## config.mk

```make
export PLATFORM = sky130hd
export DESIGN_NAME = rom_port_arbiter
export DESIGN_NICKNAME = d
export VERILOG_FILES = /design/src/rtl/rom_port_arbiter.sv
export SDC_FILE = /design/constraint.sdc
export NUM_CORES = 1
export LEC_CHECK = 0
export CORE_UTILIZATION = 37
export DETAILED_ROUTE_END_ITERATION = 12
export PLACE_DENSITY = 0.82
export SKIP_CTS_REPAIR_TIMING = 1
export SLEW_MARGIN = 10
export SYNTH_ARGS = -nofsm -noshare
export SYNTH_HDL_FRONTEND = slang
export SYNTH_SLANG_ARGS = --single-unit
```

## constraint.sdc

```tcl
create_clock -name clk -period 1.9 [get_ports clk]
set_clock_uncertainty 0.1 [all_clocks]
set_input_delay 0.19 -clock clk [delete_from_list [all_inputs] [get_ports clk]]
set_output_delay 0.19 -clock clk [all_outputs]
set_load 0.05 [all_outputs]
```

## src/rtl/rom_port_arbiter.sv

```systemverilog
// rom_port_arbiter: shares one combinational instruction ROM between the
// instruction-fetch port and a data-read port. One access per cycle, fetch
// has priority, a streak counter stops fetch from starving the data port.
// The granted address is registered toward the ROM, the response comes back
// the cycle after the grant, and inaccessible addresses become a per-port
// fault plus a sticky first-fault capture.
//
// Handshake: a port holds req and addr stable until it sees gnt=1 in the
// same cycle; the access is then committed and rvalid arrives exactly one
// cycle later. Responses have no backpressure and must be accepted on arrival.
module rom_port_arbiter #(
  parameter int IF_BURST_MAX = 4
) (
  input  logic        clk,
  input  logic        reset,
  input  logic        if_req,
  input  logic [31:0] if_addr,
  output logic        if_gnt,
  output logic        if_rvalid,
  output logic [31:0] if_rdata,
  output logic        if_fault,
  input  logic        dr_req,
  input  logic [31:0] dr_addr,
  output logic        dr_gnt,
  output logic        dr_rvalid,
  output logic [31:0] dr_rdata,
  output logic        dr_fault,
  output logic [31:0] rom_addr,
  input  logic [31:0] rom_data,
  input  logic        rom_accessable,
  output logic        flt_valid,
  output logic [31:0] flt_addr,
  output logic        flt_src,
  input  logic        flt_clr
);

  localparam logic [3:0] BURST_MAX = 4'(IF_BURST_MAX);

  logic [31:0] addr_q;
  logic        src_q;
  logic        vld_q;
  logic [3:0]  streak;
  logic        both_req;
  logic        dr_wins;
  logic        resp_fault;

  // Arbitration: fetch wins ties unless it has used up its burst allowance.
  // Grants depend only on requests and streak, never on ROM outputs.
  always_comb begin
    both_req = if_req & dr_req;
    dr_wins  = both_req & (streak == BURST_MAX);
    if_gnt   = reset & if_req & ~dr_wins;
    dr_gnt   = reset & dr_req & (~if_req | dr_wins);
  end

  // Access register: capture the granted address and source port.
  always_ff @(posedge clk) begin
    if (!reset) begin
      addr_q <= 32'h0;
      src_q  <= 1'b0;
      vld_q  <= 1'b0;
    end else if (if_gnt) begin
      addr_q <= if_addr;
      src_q  <= 1'b0;
      vld_q  <= 1'b1;
    end else if (dr_gnt) begin
      addr_q <= dr_addr;
      src_q  <= 1'b1;
      vld_q  <= 1'b1;
    end else begin
      vld_q  <= 1'b0;
    end
  end

  // Starvation guard: count fetch wins only while the data port is waiting.
  always_ff @(posedge clk) begin
    if (!reset) begin
      streak <= 4'd0;
    end else if (!dr_req || dr_gnt) begin
      streak <= 4'd0;
    end else if (if_gnt && streak != BURST_MAX) begin
      streak <= streak + 4'd1;
    end
  end

  assign rom_addr = addr_q;

  // Response steering: only the port that owns the access sees anything.
  always_comb begin
    resp_fault = vld_q & ~rom_accessable;
    if_rvalid  = vld_q & ~src_q;
    dr_rvalid  = vld_q & src_q;
    if_fault   = if_rvalid & ~rom_accessable;
    dr_fault   = dr_rvalid & ~rom_accessable;
    if_rdata   = (if_rvalid && rom_accessable) ? rom_data : 32'h0;
    dr_rdata   = (dr_rvalid && rom_accessable) ? rom_data : 32'h0;
  end

  // Sticky first-fault capture; a clear coinciding with a new fault keeps
  // the new fault rather than losing it.
  always_ff @(posedge clk) begin
    if (!reset) begin
      flt_valid <= 1'b0;
      flt_addr  <= 32'h0;
      flt_src   <= 1'b0;
    end else if (resp_fault && (!flt_valid || flt_clr)) begin
      flt_valid <= 1'b1;
      flt_addr  <= addr_q;
      flt_src   <= src_q;
    end else if (flt_clr) begin
      flt_valid <= 1'b0;
    end
  end

endmodule
```

After elaboration in Yosys (flattened, before gate mapping)
Index checks and enable logic that the tools add are counted. Widths: inputs -> output; s select.

Register bits after elaboration: 72.

Add/subtract/negate cells: 1. Eq/ne operators: 2. Muxes and demuxes: 8. Bitwise gates (word level): 17. Reductions and logical operators: 12.

Operators with widths (count): $mux 32 (4); $and 1x1->1 (11); $not 1->1 (5); $add 4x1->4 const B (1); $eq 4x3->1 const B (1); $logic_and 1x1->1 (4); $mux 1 (4); $ne 4x3->1 const B (1); $reduce_bool 2->1 (2); $reduce_or 2->1 (2); $logic_not 1->1 (2); $logic_or 1x1->1 (2); $or 1x1->1 (1).

Depth between registers and ports, before layout
Gate-level depths: netlist of the first run.

Word-level depth: 6. Depth in mapped cells: 7. Gate-level depth less buffers: 5.

Least setup slack after synthesis of the first run
Ideal clock, no wire load.

Kind: reg-to-output. From: register vld_q. To: output port if_rdata[22]. Arrival time: 1.748 ns. Required time: 1.610 ns. Slack: -0.138 ns. Stages on the path, launching flop included: 4. Buffers on the path: 1. Path through: dfxtp_1 > nor2b_1 > clkbuf_1 > and3_1.

Cells in the longest elaborated chain, start to end: 3.

RTL lines: start: declaration (line 41) `logic vld_q;`; start signal: assignment (line 61) `vld_q <= 1'b0;`; start signal: assignment (line 65) `vld_q <= 1'b1;`; start signal: assignment (line 69) `vld_q <= 1'b1;`; $and 1x1->1 (line 91) `if_rvalid = vld_q & ~src_q;`; via if_rvalid (line 19) `output logic if_rvalid,`; $logic_and 1x1->1 (line 95) `if_rdata = (if_rvalid && rom_accessable) ? rom_data : 32'h0;`; $mux 32 (line 95); end: declaration (line 20) `output logic [31:0] if_rdata,`.

The timed path passes the listed nets, and every way through them passes these cells.

Worst setup path in the final report of the first run
From: register vld_q. To: output port if_rdata[30].

Cells in the longest elaborated chain, start to end: 3.

RTL lines (line): $and 1x1->1 (91); $logic_and 1x1->1 (95); $mux 32 (95).

Every way passes these cells.

==> reports/metrics.cfg, run 1 <==
[place]
dpl_cell_area_sq_mm = 0.00693
dp_cells = 797
io_buffers = 237
gp_congestion = 0.813
post-dp-hpwl_mm = 11.4

[pwr]
powerDensity_mw_per_mm2 = 621
total_power_uw = 4440
ir_drop_uv = 612
power.leakage_uw = 0.00287

[sta]
setup_violations = 0
hold_viol = 0
setup_tns_ps = 0
rsz0062_at_grt = yes
layout_min_cycle_time_ps = 1850
max_slew_margin_pct = 63.0
slew_viol_final = 0
holdWs_ps = 258
timing.fmax_mhz = 542
period_share_pct = 97.2
tightestPinTransition_ps = 553

[finish]
drive_gt1_share_pct = 23.0
nets = 782
ff_latch_area_sq_mm = 0.00144
multi_input_area_sq_mm = 0.00201
fillers = 726
num_antenna_cells = 0
synthToLayoutAreaGrowth_pct = 93.7
stdcell_area_sq_mm = 0.00716
stdcell_count = 816

[clock_network]
path_clk_slew_ps = 80
cts_root_buf = clkbuf_8
cts.sinks = 72
cts_buffers = 9
clk_latency_ps = 330
cts_max_path_buffers = 2
cts_tree = yes
htreeDepth = 3

[synthesis]
synth.area.top_cells = dfxtp_1 (39%), nand3_1 (13%), o211ai_2 (9.8%)
syn_avg_cell_area_sq_um = 8.27
ys_ff_latch = 72
synth_top_area_share_pct = 39.0
async_flop_share_pct = 0
synth_common_cells = nand3_1 (99), dfxtp_1 (72), and2_1 (35), o21ai_0 (35), nand2_1 (34)
synth-main-ff-cell = dfxtp_1
synthDistinctLibCells = 26
syn_area_sq_mm = 0.00370
synth_most_common_cell = nand3_1
syn_inst = 447
yosysWarnings = 0
synth_area_leader_cell = dfxtp_1
yosysSeqAreaShare_pct = 39.0
synth_edf_count = 0
syn_nets = 551

[job]
maxCapViolCount = 0

[grt]
grt_pass1_vias = 4249
gr-usage-met1_pct = 30.2
grt_pass1_wl_mm = 21.5
grt.busiest_layer = met2
met2_usage_pct = 48.2
gr-usage-met3_pct = 5.13
grt_max_degree = 52
antenna_found_initial = 0
grt_usage_pct = 26.6
grt-ovfl-total = 0

[routing]
drt-pass1-iter-count = 4
ant_nets = 0
initialDrtViolationCount = 186
totalWireLength_mm = 14.4
avgViaCountPerCell = 5.37
wl_per_cell_um = 17.6
vias = 4381
drc = 0

[worst_setup_path]
worstPathRequired_ps = 1610
cp_data_arrival_time_ps = 1560
end_kind = primary output
rrSetupSlack_ps = 210
start_kind = flop
crit_type = flop to primary output
cp_max_fo = 33

[outcome]
status = complete, no violations

[die]
die_w_um = 102
num_rows = 36
boundaryPins = 238
die_h_um = 102
core_area_sq_mm = 0.00973
initial_core_util_pct = 38.0
die-area_sq_mm = 0.0104

[worst_hold_path]
hold_class = primary input to flop

-- metal layers --
metal	share of wire (%)	wire length, um	vias up
met4	2.9	418	0
met5	0	0	-
met3	7.3	1050	34
met1	38	5440	2094
met2	52	7450	211
li1	-	-	2042
-- state kept, by name, indices dropped and copies added (netlist names) --
signal	cells
streak	4
flt_src	1
src_q	1
vld_q	1
flt_addr	32
rom_addr	32
flt_valid	1
-- logic make-up (layout without fill, tap and decap cells) --
group,after synthesis,in the layout,share of synthesized area (%)
AND/OR/NAND/NOR,216,216,30.8
AO/OA/AOI/OAI,104,104,22.5
flip-flops,72,72,39.0
buffers and inverters,52,288,6.84
adder cells (fa/ha/maj),2,2,0.677
XOR/XNOR,1,1,0.237
-- stage by stage --
stage / worst slack (ps) / utilization, %
final: 53.6 / 73.6
after global routing: -21.9 / 73.6
after CTS: -36.8 / 73.3
after detailed placement: 134 / 71.2
after global placement: 205 / 71.2
after floorplan: 83.7 / -
-- worst max-delay path: stages, from the launching register on --
cell and delay [ps]:
dfxtp_1 390, nor2b_1 190, buf_6 240, and3_1 250
buf_12 150
-- power breakdown --
part           switching [uW]  total [uW]  internal, uW
Clock                     560        1230           674
Combinational             863        1510           646
Sequential               83.7        1700          1620
-- cell usage in the layout (no fill, tap or decap), drive strengths merged, types with 11 or more instances in the layout --
cell / netlist / final
nand2: 34 / 34
buf: 14 / 106
and2: 37 / 37
dfxtp: 72 / 72
o21ai: 36 / 36
a21boi: 34 / 34
o211ai: 32 / 32
and3: 33 / 33
clkdlybuf4s50: 0 / 162
clkbuf: 34 / 11
nand3: 99 / 99
-- worst paths after layout --
check / start / end / cells past startpoint
worst max-delay path: vld_q / if_rdata[30] / 4
worst min-delay path: reset / flt_addr[26] / 3
worst max register to register: streak[0] / rom_addr[0] / 7
worst min register to register: streak[0] / streak[0] / 1
-- layout make-up --
| cell class | count | area share, % |
|---|---|---|
| multi-input combinational | 323 | 28.1 |
| clock buffer | 11 | 2.11 |
| timing repair buffer | 268 | 46.3 |
| inverter | 4 | 0.210 |
| tap | 133 | 2.32 |
| clock inverter | 5 | 0.769 |
| sequential | 72 | 20.1 |
Power figures use the tool's default switching activity.
==> run 2: changes to the inputs <==
--- a/config.mk
+++ b/config.mk
@@ -6,6 +6,7 @@
 export NUM_CORES = 1
 export LEC_CHECK = 0
 export CORE_UTILIZATION = 37
+export CTS_BUF_LIST = sky130_fd_sc_hd__clkbuf_8 sky130_fd_sc_hd__clkbuf_16
 export DETAILED_ROUTE_END_ITERATION = 12
 export PLACE_DENSITY = 0.82
 export SKIP_CTS_REPAIR_TIMING = 1
==> constraint.sdc (replaced) <==
create_clock -name clk -period 1.7 [get_ports clk]
set_clock_uncertainty 0.1 [all_clocks]
set_input_delay 0.17 -clock clk [delete_from_list [all_inputs] [get_ports clk]]
set_output_delay 0.17 -clock clk [all_outputs]
set_load 0.05 [all_outputs]
==> run 2 against run 1 <==
Register-to-register slack worse by 120 ps. Combinational power up 13%. Sequential share of layout area down 0.21 points. Critical endpoint is now if_rdata[3]. Largest cell class unchanged. Largest power group unchanged.
==> reports/metrics.cfg, run 2 (synthesis gave the netlist of run 1 again) <==
[finish]
stdcell_count = 824
drive_gt1_share_pct = 41.2
nets = 790
fin_util_pct = 74.8
num_antenna_cells = 0
fillers = 686
layout_common_cells = clkdlybuf4s50_1 (100), buf_4 (100), nand3_1 (99), buf_12 (74), dfxtp_1 (68)
synthToLayoutAreaGrowth_pct = 96.9

[sta]
hold_viol = 0
setup_violations = 0
tightestPinTransition_ps = 265
max_slew_margin_pct = 82.2
slew_viol_final = 0
rsz0062_at_grt = yes
timing.fmax_mhz = 589
layout_min_cycle_time_ps = 1700
period_share_pct = 99.8
setup_tns_ps = 0
holdWs_ps = 238

[worst_setup_path]
r2r-end = rom_addr[1]
worstPathRequired_ps = 1430
r2r-start = streak[1]
cp_data_arrival_time_ps = 1430
cpMostUsedCell = buf_12
path_cells = nor2b_4 > buf_12 > and3_1 > buf_12
cp_max_fo = 33
crit_type = flop to primary output
critPathTopFamily = simple AND/OR/NAND/NOR gates
cpPeakStageDelay_ps = 370
crit_slowest_cell = dfxtp_4
end_kind = primary output
path_depth = 4
reg2reg_depth = 7
rrSetupSlack_ps = 90
start_kind = flop
crit_buf_inv = 2

[clock_network]
cts_root_buf = clkbuf_8
path_clk_slew_ps = 70
cts_buffers = 9
cts_max_path_buffers = 2
clk_latency_ps = 330
cts_tree = yes
cts.sinks = 72
htreeDepth = 3

[die]
die_w_um = 102
die-area_sq_mm = 0.0104
core_area_sq_mm = 0.00973
boundaryPins = 238
initial_core_util_pct = 38.0
die_h_um = 102
num_rows = 36

[routing]
vias = 4395
drc = 0
initialDrtViolationCount = 193
drt-pass1-iter-count = 6
avgViaCountPerCell = 5.33
totalWireLength_mm = 15.1
ant_nets = 0
wl_per_cell_um = 18.3

[grt]
grt_max_degree = 34
grt_pass1_vias = 4223
antenna_found_initial = 0
grt_pass1_wl_mm = 21.9
grt_usage_pct = 27.1
grt-ovfl-total = 0

[pwr]
power.leakage_uw = 0.00306
ir_drop_uv = 489
powerDensity_mw_per_mm2 = 682

[worst_hold_path]
worstHoldPathCells = 3
hold_start = reset
hold_class = primary input to flop
hold_end = flt_addr[17]

[place]
io_buffers = 237
dp_cells = 803
gp_congestion = 0.939
post-dp-hpwl_mm = 11.5

[job]
maxCapViolCount = 0

[outcome]
status = complete, no violations

run 2: worst reg2reg max path: stages (launching register included):
cell and delay, ps:
dfxtp_2 340, inv_2 70, ha_4 140, nand4b_1 130
and2_4 230, buf_4 150, buf_12 150, o211ai_1 230
run 2: cell type report:
type                       instances  area (sq um)  area share, %
timing repair buffer             276          3260           44.8
clock buffer                      11           151           2.08
inverter                           4          15.0          0.206
tap                              133           166           2.29
multi-input combinational        323          2190           30.0
sequential                        72          1450           19.9
clock inverter                     5          47.5          0.653
run 2: worst max path at each step:
stage	start	end	slack, ps
global route	vld_q	if_rdata[18]	-60
CTS	vld_q	if_rdata[5]	-150
global placement	rom_accessable	dr_rdata[20]	60
floorplan	vld_q	if_rdata[22]	-40
finish	vld_q	if_rdata[3]	4
detailed placement	rom_accessable	flt_addr[13]	-10
run 2: metal layers:
metal  routed length (um)  track usage [%]
met2                 7820             49.4
met1                 5830             30.8
met4                  451             11.8
met5                    0                0
met3                  972             5.20
run 2: metrics by stage:
stage	power, uW	setup WS (ps)	instance area [sq um]
after CTS	4950	-154	7060
final	4970	3.53	7280
after detailed placement	3600	-13.3	6860
after global placement	3570	55.5	6860
after floorplan	2820	-40.4	3710
after global routing	5150	-63.3	7280
run 2: power by group:
part / internal, uW / leakage (uW) / switching (uW)
Sequential: 1810 / 0.000595 / 98.4
Clock: 744 / 0.000112 / 615
Combinational: 720 / 0.00235 / 979
Total: 3270 / 0.00306 / 1690
